<file path="src/rtl/breakout_pkg.sv">
// Shared types and constants for the breakout brick-field state logic.
package breakout_pkg;

  localparam int BLOCKS_PER_ROW = 13;
  localparam int NUM_ROWS       = 16;
  localparam int ROW_IDX_W      = 4;

  typedef logic [BLOCKS_PER_ROW-1:0] row_word_t;
  typedef logic [ROW_IDX_W-1:0]      row_idx_t;

  typedef enum logic [1:0] {
    ST_IDLE,
    ST_HIT_RD,
    ST_HIT_WR,
    ST_FILL
  } state_t;

  function automatic logic [3:0] row_popcount(input row_word_t w);
    logic [3:0] n;
    n = '0;
    for (int i = 0; i < BLOCKS_PER_ROW; i++) begin
      n = n + {3'b000, w[i]};
    end
    return n;
  endfunction

endpackage

</file>
<file path="src/rtl/block_state_ram.sv">
// Single-port 16x13 brick array: one synchronous read or write per cycle.
// Reads land in one of two output registers so painter and hit reads never disturb each other.
module block_state_ram
  import breakout_pkg::*;
(
  input  logic      clk,
  input  logic      rst,
  input  logic      en,
  input  logic      we,
  input  logic      rd_disp,
  input  row_idx_t  addr,
  input  row_word_t wdata,
  output row_word_t disp_rdata,
  output row_word_t hold_rdata
);

  row_word_t mem_q [NUM_ROWS];
  row_word_t mem_d [NUM_ROWS];
  row_word_t disp_q, disp_d;
  row_word_t hold_q, hold_d;

  always_comb begin
    mem_d  = mem_q;
    disp_d = disp_q;
    hold_d = hold_q;
    if (en) begin
      if (we) begin
        mem_d[addr] = wdata;
      end else if (rd_disp) begin
        disp_d = mem_q[addr];
      end else begin
        hold_d = mem_q[addr];
      end
    end
  end

  always_ff @(posedge clk) begin
    if (rst) begin
      mem_q  <= '{default: '0};
      disp_q <= '0;
      hold_q <= '0;
    end else begin
      mem_q  <= mem_d;
      disp_q <= disp_d;
      hold_q <= hold_d;
    end
  end

  assign disp_rdata = disp_q;
  assign hold_rdata = hold_q;

endmodule

</file>
<file path="src/rtl/block_state_controller.sv">
// Brick-field owner: arbitrates the single row port between painter prefetch
// (fixed priority) and the hit read-modify-write / level-fill FSM.
module block_state_controller
  import breakout_pkg::*;
#(
  parameter int CNT_W = 8
) (
  input  logic                      clk,
  input  logic                      Rst,
  input  logic                      new_frame,
  input  logic                      go_next_line,
  output logic [BLOCKS_PER_ROW-1:0] block_line_state,
  input  logic                      hit_valid,
  output logic                      hit_ready,
  input  logic [3:0]                hit_row,
  input  logic [3:0]                hit_col,
  output logic                      resp_valid,
  output logic                      resp_hit,
  input  logic                      fill_start,
  input  logic [BLOCKS_PER_ROW-1:0] fill_pattern,
  output logic                      busy,
  output logic [CNT_W-1:0]          blocks_remaining,
  output logic                      all_cleared
);

  state_t     state_q, state_d;
  row_idx_t   disp_row_q, disp_row_d;
  logic       pend_q, pend_d;
  row_idx_t   hit_row_q, hit_row_d;
  logic [3:0] hit_col_q, hit_col_d;
  row_word_t  fill_pat_q, fill_pat_d;
  row_idx_t   fill_idx_q, fill_idx_d;
  logic [CNT_W-1:0] remaining_q, remaining_d;

  logic      port_en, port_we, port_rd_disp;
  row_idx_t  port_addr;
  row_word_t port_wdata;
  row_word_t hold_word;
  row_word_t clr_mask;
  logic      col_in_range;
  logic      hit_bit;

  block_state_ram u_ram (
    .clk        (clk),
    .rst        (Rst),
    .en         (port_en),
    .we         (port_we),
    .rd_disp    (port_rd_disp),
    .addr       (port_addr),
    .wdata      (port_wdata),
    .disp_rdata (block_line_state),
    .hold_rdata (hold_word)
  );

  // Columns 13..15 shift the mask out entirely, so such a hit can never report a brick.
  assign clr_mask     = row_word_t'(1) << hit_col_q;
  assign col_in_range = hit_col_q < 4'(BLOCKS_PER_ROW);
  assign hit_bit      = |(hold_word & clr_mask);

  always_comb begin
    disp_row_d = disp_row_q;
    if (new_frame) begin
      disp_row_d = '0;
    end else if (go_next_line) begin
      disp_row_d = disp_row_q + row_idx_t'(1);
    end
    pend_d = new_frame | go_next_line;
  end

  always_comb begin
    state_d      = state_q;
    hit_row_d    = hit_row_q;
    hit_col_d    = hit_col_q;
    fill_pat_d   = fill_pat_q;
    fill_idx_d   = fill_idx_q;
    remaining_d  = remaining_q;
    port_en      = 1'b0;
    port_we      = 1'b0;
    port_rd_disp = 1'b0;
    port_addr    = hit_row_q;
    port_wdata   = '0;
    resp_valid   = 1'b0;
    resp_hit     = 1'b0;

    if (pend_q) begin
      port_en      = 1'b1;
      port_rd_disp = 1'b1;
      port_addr    = disp_row_q;
    end

    // The FSM only touches the port when the painter is not prefetching.
    case (state_q)
      ST_IDLE: begin
        if (fill_start) begin
          fill_pat_d  = fill_pattern;
          fill_idx_d  = '0;
          remaining_d = '0;
          state_d     = ST_FILL;
        end else if (hit_valid) begin
          hit_row_d = row_idx_t'(hit_row);
          hit_col_d = hit_col;
          state_d   = ST_HIT_RD;
        end
      end
      ST_HIT_RD: begin
        if (!pend_q) begin
          port_en   = 1'b1;
          port_addr = hit_row_q;
          state_d   = ST_HIT_WR;
        end
      end
      ST_HIT_WR: begin
        if (!pend_q) begin
          resp_valid = 1'b1;
          resp_hit   = col_in_range & hit_bit;
          if (col_in_range) begin
            port_en    = 1'b1;
            port_we    = 1'b1;
            port_addr  = hit_row_q;
            port_wdata = hold_word & ~clr_mask;
          end
          if (resp_hit && (remaining_q != '0)) begin
            remaining_d = remaining_q - CNT_W'(1);
          end
          state_d = ST_IDLE;
        end
      end
      ST_FILL: begin
        if (!pend_q) begin
          port_en     = 1'b1;
          port_we     = 1'b1;
          port_addr   = fill_idx_q;
          port_wdata  = fill_pat_q;
          remaining_d = remaining_q + CNT_W'(row_popcount(fill_pat_q));
          fill_idx_d  = fill_idx_q + row_idx_t'(1);
          if (fill_idx_q == row_idx_t'(NUM_ROWS - 1)) begin
            state_d = ST_IDLE;
          end
        end
      end
      default: state_d = ST_IDLE;
    endcase
  end

  always_ff @(posedge clk) begin
    if (Rst) begin
      state_q     <= ST_IDLE;
      disp_row_q  <= '0;
      pend_q      <= 1'b0;
      hit_row_q   <= '0;
      hit_col_q   <= '0;
      fill_pat_q  <= '0;
      fill_idx_q  <= '0;
      remaining_q <= '0;
    end else begin
      state_q     <= state_d;
      disp_row_q  <= disp_row_d;
      pend_q      <= pend_d;
      hit_row_q   <= hit_row_d;
      hit_col_q   <= hit_col_d;
      fill_pat_q  <= fill_pat_d;
      fill_idx_q  <= fill_idx_d;
      remaining_q <= remaining_d;
    end
  end

  assign hit_ready        = (state_q == ST_IDLE);
  assign busy             = (state_q != ST_IDLE);
  assign blocks_remaining = remaining_q;
  assign all_cleared      = (remaining_q == '0) && (state_q == ST_IDLE);

endmodule

</file>
<file path="config.mk">
export PLATFORM = sky130hd
export DESIGN_NAME = block_state_controller
export DESIGN_NICKNAME = d
export VERILOG_FILES = /design/src/rtl/breakout_pkg.sv /design/src/rtl/block_state_ram.sv /design/src/rtl/block_state_controller.sv
export SDC_FILE = /design/constraint.sdc
export NUM_CORES = 1
export LEC_CHECK = 0
export BUFFER_PORTS_ARGS = -buffer_cell sky130_fd_sc_hd__buf_2
export CORE_MARGIN = 4
export CORE_UTILIZATION = 40
export CTS_CLUSTER_DIAMETER = 50
export DETAILED_ROUTE_END_ITERATION = 8
export PLACE_DENSITY = 0.61
export SETUP_SLACK_MARGIN = 0.05
export SLEW_MARGIN = 15
export SYNTH_ARGS = -nofsm -noshare
export SYNTH_HDL_FRONTEND = slang
export SYNTH_SLANG_ARGS = --single-unit
export TNS_END_PERCENT = 100
</file>
<file path="constraint.sdc">
create_clock -name clk -period 4.3 [get_ports clk]
set_clock_uncertainty 0.05 [all_clocks]
set_input_delay 0.86 -clock clk [delete_from_list [all_inputs] [get_ports clk]]
set_output_delay 0.86 -clock clk [all_outputs]
set_load 0.005 [all_outputs]
</file>
==> flow_summary.json, run 1 <==
{
  "r2r-end": "blocks_remaining[4]",
  "critPathLaunchType": "register",
  "final_cell_area_mm2": 0.01460,
  "fmax_mhz": 247.0,
  "hold_end": "fill_pat_q[12]",
  "io_buffer_count": 52,
  "cts.sinks": 274,
  "tns_ns": 0,
  "r2r-start": "fill_pat_q[4]",
  "cts_buffer_depth": 3,
  "period_minus_slack_ns": 4.049,
  "yosysWarnings": 0,
  "route.detailed.drc": 0,
  "fin_crit_sh_pct": 94.16,
  "cts_tree": "built",
  "grt_usage_pct": 20.38,
  "ys_seq_elements": 274,
  "die_h_um": 186.8,
  "fill_cells": 3105,
  "whs_path_depth": 2,
  "wl_mm": 36.54,
  "hp-class": "register to register",
  "ir_drop_mv": 0.3886,
  "drive_above_1_share_pct": 13.83,
  "ant_nets": 0,
  "grt_max_degree": 126,
  "synth_edf_count": 0,
  "postPlaceCellArea_mm2": 0.01343,
  "crit_path_end_kind": "register",
  "insertion_delay_ns": 0.52,
  "antenna_found_initial": 0,
  "setup.worst_path.class": "register to register",
  "start_util_pct": 40.52,
  "clkTransAtPathRegs_ns": 0.05,
  "synth_area_mm2": 0.01279,
  "placed_cells": 1874,
  "postSynthAreaPerCell_um2": 8.440,
  "dieArea_mm2": 0.03489,
  "r2r_slack_ns": 0.25,
  "drt_iter0_drc": 799,
  "final_hold_viol_count": 0,
  "synth_cells": 1515,
  "outcome": "finished clean",
  "power.total_w": 0.007145,
  "firstDrtPassIters": 5,
  "grt_pass1_wl_mm": 59.04,
  "gp_congestion": 0.8311,
  "arrival_ns": 4.37,
  "root_buffer": "clkbuf_16",
  "synth.largest_area_cell": "dfxtp_1",
  "rows": 65,
  "die_x_um": 186.8,
  "grt_pass1_vias": 10300,
  "slew_headroom_pct": 28.53,
  "diodes": 0,
  "cp_top_family": "adder cells",
  "htree_levels": 2,
  "cp_cell_sequence": "fa_1 > inv_1 > fa_1 > fa_1 > fa_1 > inv_1 > ha_2 > fa_2 > a21oi_2 > o21bai_1 > xor2_1 > a21boi_1 > nand2b_1 > o21ai_2 > a21oi_1",
  "synth_flop_cell": "dfxtp_1",
  "async_flop_share_pct": 0,
  "total_leakage_power_nw": 5.037,
  "vias": 11110,
  "stdcell_count": 1935,
  "synth_area_leaders": "dfxtp_1 (43%), a211oi_1 (16%), nor2_1 (7.2%)",
  "synth_top_area_share_pct": 42.90,
  "crit_path_frequent_cell": "fa_1",
  "grt_overflow": 0,
  "via_per_inst": 5.743,
  "crit_buf_inv": 2,
  "slew_viol_final": 0,
  "wl_per_cell_um": 18.88,
  "setup_violations": 0,
  "numCtsBuffers": 35,
  "slowest_stage": "fa_1",
  "synth_nets": 1568,
  "drv_cap": 0,
  "ff2ff_path_depth": 15,
  "hpwlAfterDp_mm": 22.83,
  "tightest_slew_ns": 1.069,
  "cp_num_cells": 15,
  "cellPowerDensity_mw_per_mm2": 489.3,
  "mostFrequentLayoutCells": "a211oi_1 (278), dfxtp_1 (273), nor2_1 (245), nand2_1 (134), and3_1 (66)",
  "slowest_delay_ns": 0.55,
  "required_ns": 4.62,
  "hold_buffers": 0,
  "holdCritStartpoint": "fill_pat_q[12]",
  "rsz0062_at_grt": "yes",
  "core_mm2": 0.03156,
  "nets": 1563,
  "synth.distinct_cells": 68,
  "area_growth_pct": 14.19,
  "yosysSeqAreaShare_pct": 42.90,
  "final_common_cell": "a211oi_1",
  "ios": 53,
  "critPathMaxFanout": 3
}
==> report_power, final <==
group	internal (W)	switching, W
Sequential	0.00266	0.000116
Clock	0.00182	0.00111
Combinational	0.000535	0.000906
Total	0.00501	0.00213
==> stage by stage <==
stage	util, %	setup WS (ns)	hold WS [ns]
floorplan	-	0.3359	0.3860
global placement	42.55	0.1664	0.4116
detailed placement	42.55	0.1081	0.4133
CTS	46.17	0.07491	0.4209
global route	46.27	0.02429	0.4449
finish	46.27	0.2512	0.4210
==> worst min-delay path, stage by stage (launching register included) <==
cell,delay (ns)
dfxtp_1,0.32
nand2_1,0.05
a21oi_1,0.05
==> area by class of cell <==
class | count | area [um2] | share of cell area, %
repair buffers | 111 | 762.0 | 5.219
inverters | 25 | 93.84 | 0.6427
multi-input cells | 1063 | 6611 | 45.28
clock inverters | 10 | 172.7 | 1.183
clock buffers | 50 | 972.2 | 6.658
well taps | 402 | 503.0 | 3.445
flip-flops and latches | 274 | 5487 | 37.57
==> registers in the layout, indices dropped and copies added, names as in the netlist <==
name              flops
disp_row_q            4
u_ram.mem_q         208
hit_row_q             4
u_ram.disp_rdata     13
hit_col_q             4
blocks_remaining      8
fill_idx_q            4
pend_q                1
fill_pat_q           13
state_q               2
u_ram.hold_rdata     13
==> timing repair <==
item / in CTS / in global routing
buffers inserted: 0 / 1
endpoints found under the setup margin: 0 / 2
resized for setup: 0 / 7
==> kinds of logic after synthesis <==
kind of cell    synth area share, %
simple gates                  18.87
compound gates                28.30
flops                         42.90
buf+inv                       5.763
fa+ha+maj                     3.072
xor+xnor                     0.6850
mux                          0.4110
==> synth_stat cells, drive strengths merged, types with 8 or more instances <==
library cell  instances
fa                    9
buf                  56
nor3                 10
a311oi               13
a21boi               16
a31oi                16
a21oi                49
ha                   17
inv                  24
a32oi                17
a211oi              291
o32ai                13
dfxtp               274
nor2                257
nand2               136
nor2b                11
o31ai                14
nand3                38
clkbuf               97
o21ai                26
and3                 66
xor2                  8
==> per-layer routing <==
metal  GRT usage [%]  vias to the layer above  share of wire, %
li1                -                     5505                 -
met1           29.90                     5304                48
met2           32.24                      259                45
met3           2.750                       44               5.0
met4           4.323                        0               1.6
met5               0                        -                 0
==> worst max path at each step <==
stage | start | to | slack, ns
floorplan | blocks_remaining[0] | blocks_remaining[4] | 0.34
CTS | fill_pat_q[4] | blocks_remaining[4] | 0.07
global route | fill_pat_q[4] | blocks_remaining[4] | 0.02
detailed placement | fill_pat_q[4] | blocks_remaining[4] | 0.11
global placement | blocks_remaining[0] | blocks_remaining[4] | 0.17
finish | fill_pat_q[4] | blocks_remaining[4] | 0.25
(Power assumes the default switching activity.)
==> run 2, diff against run 1 <==
--- a/config.mk
+++ b/config.mk
@@ -10,7 +10,7 @@
 export CORE_UTILIZATION = 40
 export CTS_CLUSTER_DIAMETER = 50
 export DETAILED_ROUTE_END_ITERATION = 8
-export PLACE_DENSITY = 0.61
+export PLACE_DENSITY_LB_ADDON = 0.1
 export SETUP_SLACK_MARGIN = 0.05
 export SLEW_MARGIN = 15
 export SYNTH_ARGS = -nofsm -noshare
==> run 2 against run 1 <==
Against the previous run:
- setup slack worse by 0.028 ns
- final cell count rose by 0.36%
- highest routed layer unchanged
- critical path depth stayed put
- global-route usage rose by 0.63 points
- core utilization rose by 0.63 points
- via count decreased by 0.20%
- largest cell class unchanged
- non-clock buffer count shrank 3
- final area up 1.4%
- sequential cell count stayed put
- wire length up 3.1%
- clock-buffer cell count down 2
==> flow_summary.json, run 2 (synthesized netlist as in run 1, its figures left out) <==
{
  "outcome": "finished clean",
  "hold_buffers": 0,
  "final_common_cell": "a211oi_1",
  "slew_headroom_pct": 38.88,
  "placed_cells": 1872,
  "final_hold_viol_count": 0,
  "dieArea_mm2": 0.03489,
  "grt_pass1_wl_mm": 60.71,
  "fin_crit_sh_pct": 94.81,
  "cts_resized": 0,
  "use_met3_pct": 2.637,
  "cts_tree": "built",
  "ant_nets": 0,
  "gp_congestion": 0.8444,
  "hpwlAfterDp_mm": 23.75,
  "crit_path_end_kind": "register",
  "drv_cap": 0,
  "setup.worst_path.class": "register to register",
  "total_leakage_power_nw": 5.115,
  "grt_usage_pct": 21.01,
  "critPathLaunch": "fill_pat_q[4]",
  "vias": 11090,
  "insertion_delay_ns": 0.53,
  "grt_overflow": 0,
  "cts_buffer_depth": 3,
  "setup_violations": 0,
  "grt_max_degree": 116,
  "wl_per_cell_um": 19.40,
  "grt_pass1_vias": 10490,
  "via_per_inst": 5.711,
  "die_x_um": 186.8,
  "drive_above_1_share_pct": 14.48,
  "regMostFlops": "u_ram.mem_q",
  "numCtsBuffers": 38,
  "grtUsageMet2_pct": 33.70,
  "tns_ns": 0,
  "rows": 65,
  "core_mm2": 0.03156,
  "slew_viol_final": 0,
  "firstDrtPassIters": 7,
  "required_ns": 4.61,
  "start_util_pct": 40.52,
  "stdcell_count": 1942,
  "r2r-start": "fill_pat_q[4]",
  "cts.sinks": 274,
  "tightest_slew_ns": 0.9134,
  "antenna_found_initial": 0,
  "cellPowerDensity_mw_per_mm2": 500.9,
  "nets": 1563,
  "mostFrequentLayoutCells": "a211oi_1 (278), dfxtp_1 (274), nor2_1 (245), nand2_1 (134), and3_1 (66)",
  "ir_drop_mv": 0.3475,
  "clkTransAtPathRegs_ns": 0.06,
  "busiest_layer": "met2",
  "cts_setup_buffers": 0,
  "wl_mm": 37.67,
  "critPathLaunchType": "register",
  "use_met1_pct": 30.24,
  "arrival_ns": 4.38,
  "postPlaceCellArea_mm2": 0.01350,
  "route.detailed.drc": 0,
  "io_buffer_count": 52,
  "hp-class": "register to register",
  "root_buffer": "clkbuf_16",
  "critPathMaxFanout": 3,
  "area_growth_pct": 15.75,
  "ios": 53,
  "htree_levels": 2,
  "holdCritStartpoint": "hit_row_q[3]",
  "rsz0062_at_grt": "yes",
  "drt_iter0_drc": 816,
  "final_cell_area_mm2": 0.01480,
  "largest_reg_flops": 208,
  "fmax_mhz": 245.3,
  "diodes": 0,
  "die_h_um": 186.8,
  "period_minus_slack_ns": 4.077
}
==> run 2: cell types whose count changed in the layout (fill, tap and decap cells not counted), moves of 2 or more <==
cell	previous run	this run
clkinv_2	0	7
buf_12	4	11
clkinvlp_4	0	3
nor2_2	6	8
buf_4	55	45
nor2_4	6	4
clkbuf_16	35	38
clkinv_4	1	3
clkbuf_1	11	5
==> run 2: final cells by class <==
| class | instances | area, um2 |
|---|---|---|
| fill | 3094 | 16750 |
| clock inverter | 22 | 255.2 |
| sequential | 274 | 5485 |
| tap | 402 | 503.0 |
| multi-input combinational | 1063 | 6599 |
| inverter | 25 | 93.84 |
| timing repair buffer | 108 | 827.0 |
| clock buffer | 48 | 1039 |
==> run 2: final timing paths <==
path / slack, ns / end / cells past startpoint
worst max-delay path: 0.22 / blocks_remaining[4] / 15
worst max register to register: 0.22 / blocks_remaining[4] / 15
worst min-delay path: 0.40 / hit_row_q[3] / 2
worst min register to register: 0.40 / hit_row_q[3] / 2
==> run 2: power by group <==
group          switching (W)  internal (W)  total (W)  leakage [nW]
logic               0.000922      0.000539    0.00146          2.27
registers           0.000114       0.00265    0.00277          2.21
clock network        0.00121       0.00197    0.00318         0.632
total                0.00225       0.00517    0.00741          5.11
==> run 2: metrics by stage <==
step	hold WS (ns)	power, W	setup slack (ns)	utilization, %
finish	0.4044	0.007413	0.2231	46.91
global route	0.4285	0.007797	0.003026	46.91
CTS	0.4080	0.007475	0.08566	46.88
detailed placement	0.4003	0.004264	0.1322	42.78
global placement	0.3989	0.004252	0.1356	42.78
floorplan	0.3860	0.003785	0.3359	-
==> run 2: routing by layer <==
metal / up-vias / part of all wire, %
met5: - / 0
met4: 0 / 2.0
met3: 50 / 3.6
met2: 206 / 46
met1: 5312 / 49
li1: 5522 / -
==> run 2: critical path: stages (launching register included) <==
cell	delay [ns]
dfxtp_1	0.33
fa_1	0.55
inv_1	0.06
fa_1	0.46
fa_1	0.48
fa_1	0.51
inv_1	0.05
ha_1	0.21
fa_2	0.38
a21oi_2	0.13
o21bai_1	0.10
xor2_1	0.16
a21boi_1	0.15
nand2b_1	0.06
o21ai_0	0.13
a21oi_1	0.08
==> run 3, diff against run 2 <==
--- a/config.mk
+++ b/config.mk
@@ -11,6 +11,7 @@
 export CTS_CLUSTER_DIAMETER = 50
 export DETAILED_ROUTE_END_ITERATION = 8
 export PLACE_DENSITY_LB_ADDON = 0.1
+export REMOVE_ABC_BUFFERS = 1
 export SETUP_SLACK_MARGIN = 0.05
 export SLEW_MARGIN = 15
 export SYNTH_ARGS = -nofsm -noshare
==> constraint.sdc (replaced) <==
create_clock -name clk -period 3.4 [get_ports clk]
set_clock_uncertainty 0.05 [all_clocks]
set_input_delay 0.68 -clock clk [delete_from_list [all_inputs] [get_ports clk]]
set_output_delay 0.68 -clock clk [all_outputs]
set_load 0.005 [all_outputs]
==> run 3 against run 2 <==
Against the previous run:
- the flow now finishes with violations (negative setup slack)
- worst hold slack lost 0.057 ns
- setup slack lost 0.83 ns
- via count grew 3.5%
- total power grew 29%
- sequential share of layout area shrank 2.0 points
- clock-buffer cell count is the same
- final cell count grew 3.1%
- largest power group unchanged
==> flow_summary.json, run 3 (synthesized netlist as in run 1, its figures left out) <==
{
  "total_leakage_power_nw": 5.561,
  "largest_reg_flops": 208,
  "htree_levels": 2,
  "wl_mm": 40.81,
  "firstDrtPassIters": 5,
  "cellPowerDensity_mw_per_mm2": 609.2,
  "root_buffer": "clkbuf_16",
  "required_ns": 3.75,
  "rows": 65,
  "core_mm2": 0.03156,
  "start_util_pct": 40.52,
  "regMostFlops": "u_ram.mem_q",
  "ff2ff_path_depth": 15,
  "antenna_found_initial": 0,
  "area_growth_pct": 22.54,
  "mostFrequentLayoutCells": "dfxtp_1 (273), a211oi_1 (272), nor2_1 (245), nand2_1 (134), buf_4 (89)",
  "grt_pass1_wl_mm": 63.32,
  "crit_end": "blocks_remaining[2]",
  "violations": "negative setup slack",
  "numCtsBuffers": 37,
  "cts.sinks": 274,
  "vias": 11480,
  "timing.final.ws_setup_ns": -0.6076,
  "tightest_slew_ns": 0.8065,
  "r2r_slack_ns": -0.61,
  "critPathLaunchType": "register",
  "slew_viol_final": 0,
  "tns_ns": -3.130,
  "route.detailed.drc": 0,
  "clkTransAtPathRegs_ns": 0.06,
  "hpwlAfterDp_mm": 24.95,
  "critPathLaunch": "fill_pat_q[4]",
  "arrival_ns": 4.36,
  "cts_buffer_depth": 3,
  "nets": 1632,
  "setup_violations": 7,
  "cts_tree": "built",
  "io_buffer_count": 52,
  "wl_per_cell_um": 20.38,
  "drt_iter0_drc": 807,
  "whs_ns": 0.3475,
  "via_per_inst": 5.732,
  "r2r-start": "fill_pat_q[4]",
  "fin_crit_sh_pct": 117.9,
  "slew_headroom_pct": 46.23,
  "fmax_mhz": 249.5,
  "critPathMaxFanout": 2,
  "r2r-end": "blocks_remaining[2]",
  "fill_cells": 3005,
  "die_h_um": 186.8,
  "grt_pass1_vias": 10790,
  "ant_nets": 0,
  "diodes": 0,
  "drive_above_1_share_pct": 18.93,
  "outcome": "finished, violations left",
  "ios": 53,
  "grt_max_degree": 148,
  "setup.worst_path.class": "register to register",
  "hp-class": "primary input to register",
  "insertion_delay_ns": 0.52,
  "final_common_cell": "dfxtp_1",
  "rsz0062_at_grt": "yes",
  "die_x_um": 186.8,
  "gp_congestion": 0.8218,
  "grt_overflow": 0,
  "final_hold_viol_count": 0,
  "hold_buffers": 0,
  "dieArea_mm2": 0.03489,
  "crit_path_end_kind": "register",
  "period_minus_slack_ns": 4.008,
  "ir_drop_mv": 0.2633,
  "drv_cap": 0,
  "grt_usage_pct": 22.11
}
## run 3: cell types whose count changed in the layout (fill, tap and decap cells not counted), moves of 3 or more
cell | before | now
buf_4 | 45 | 89
buf_12 | 11 | 23
buf_6 | 0 | 7
nor2_4 | 4 | 11
a211oi_1 | 278 | 272
nor2_2 | 8 | 3
a211oi_2 | 13 | 17
clkinv_2 | 7 | 3
clkbuf_16 | 38 | 41
nand3_4 | 0 | 3
o32ai_1 | 13 | 10
o32ai_2 | 0 | 3
## run 3: critical path, stage by stage, from the launching register on
cell	delay (ns)
dfxtp_2	0.32
fa_1	0.55
inv_2	0.04
fa_1	0.52
fa_1	0.43
fa_1	0.50
inv_2	0.05
ha_4	0.16
fa_2	0.37
buf_4	0.15
buf_6	0.11
buf_6	0.10
xor2_1	0.14
a21oi_1	0.13
nor2_1	0.05
a32o_1	0.21
## run 3: report_power, final
group	internal (W)	switching [W]	leakage, nW	total [W]
logic	0.000879	0.00126	2.75	0.00214
registers	0.00336	0.000139	2.21	0.00350
clock network	0.00245	0.00146	0.602	0.00391
total	0.00669	0.00286	5.56	0.00955
## run 3: stage by stage
step	instance area, um2	util, %	cells	setup slack (ns)	total power, W
after detailed placement	14010	44.41	1924	-0.6854	0.005536
final	15670	49.66	2003	-0.6076	0.009547
after CTS	15290	48.45	1986	-0.5538	0.009529
after global placement	14010	44.41	1924	-0.6935	0.005526
after floorplan	12140	-	1362	-2.350	0.004679
after global routing	15670	49.66	2003	-0.7484	0.01001
## run 3: area by class of cell
type | count | area (um2) | area share [%]
clock buffer | 48 | 1037 | 6.619
inverter | 25 | 93.84 | 0.5989
sequential | 274 | 5487 | 35.01
clock inverter | 13 | 186.4 | 1.190
timing repair buffer | 176 | 1592 | 10.16
multi-input combinational | 1065 | 6771 | 43.21
tap | 402 | 503.0 | 3.210
## run 3: worst min-delay path by stage
stage,from,end,slack [ns],cells past startpoint
after CTS,fill_pattern[3],fill_pat_q[3],0.33,3
after global placement,hit_row_q[3],hit_row_q[3],0.41,2
after global routing,new_frame,disp_row_q[0],0.35,2
final,fill_pattern[3],fill_pat_q[3],0.35,3
after floorplan,hit_row_q[3],hit_row_q[3],0.38,2
after detailed placement,hit_row_q[3],hit_row_q[3],0.40,2
## run 3: routing by layer
layer,up-vias,global-route usage [%],part of all wire [%]
met3,44,3.236,4.8
met4,0,4.494,1.5
met1,5483,31.89,47
met2,296,35.50,47
met5,-,0,0
li1,5658,-,-
## run 3: timing repair
| item | in CTS | in global routing |
|---|---|---|
| resized for setup | 14 | 33 |
| pin swaps | 9 | 17 |
| setup endpoints to repair | 35 | 175 |
| cloned | 0 | 6 |
| buffers inserted | 1 | 11 |
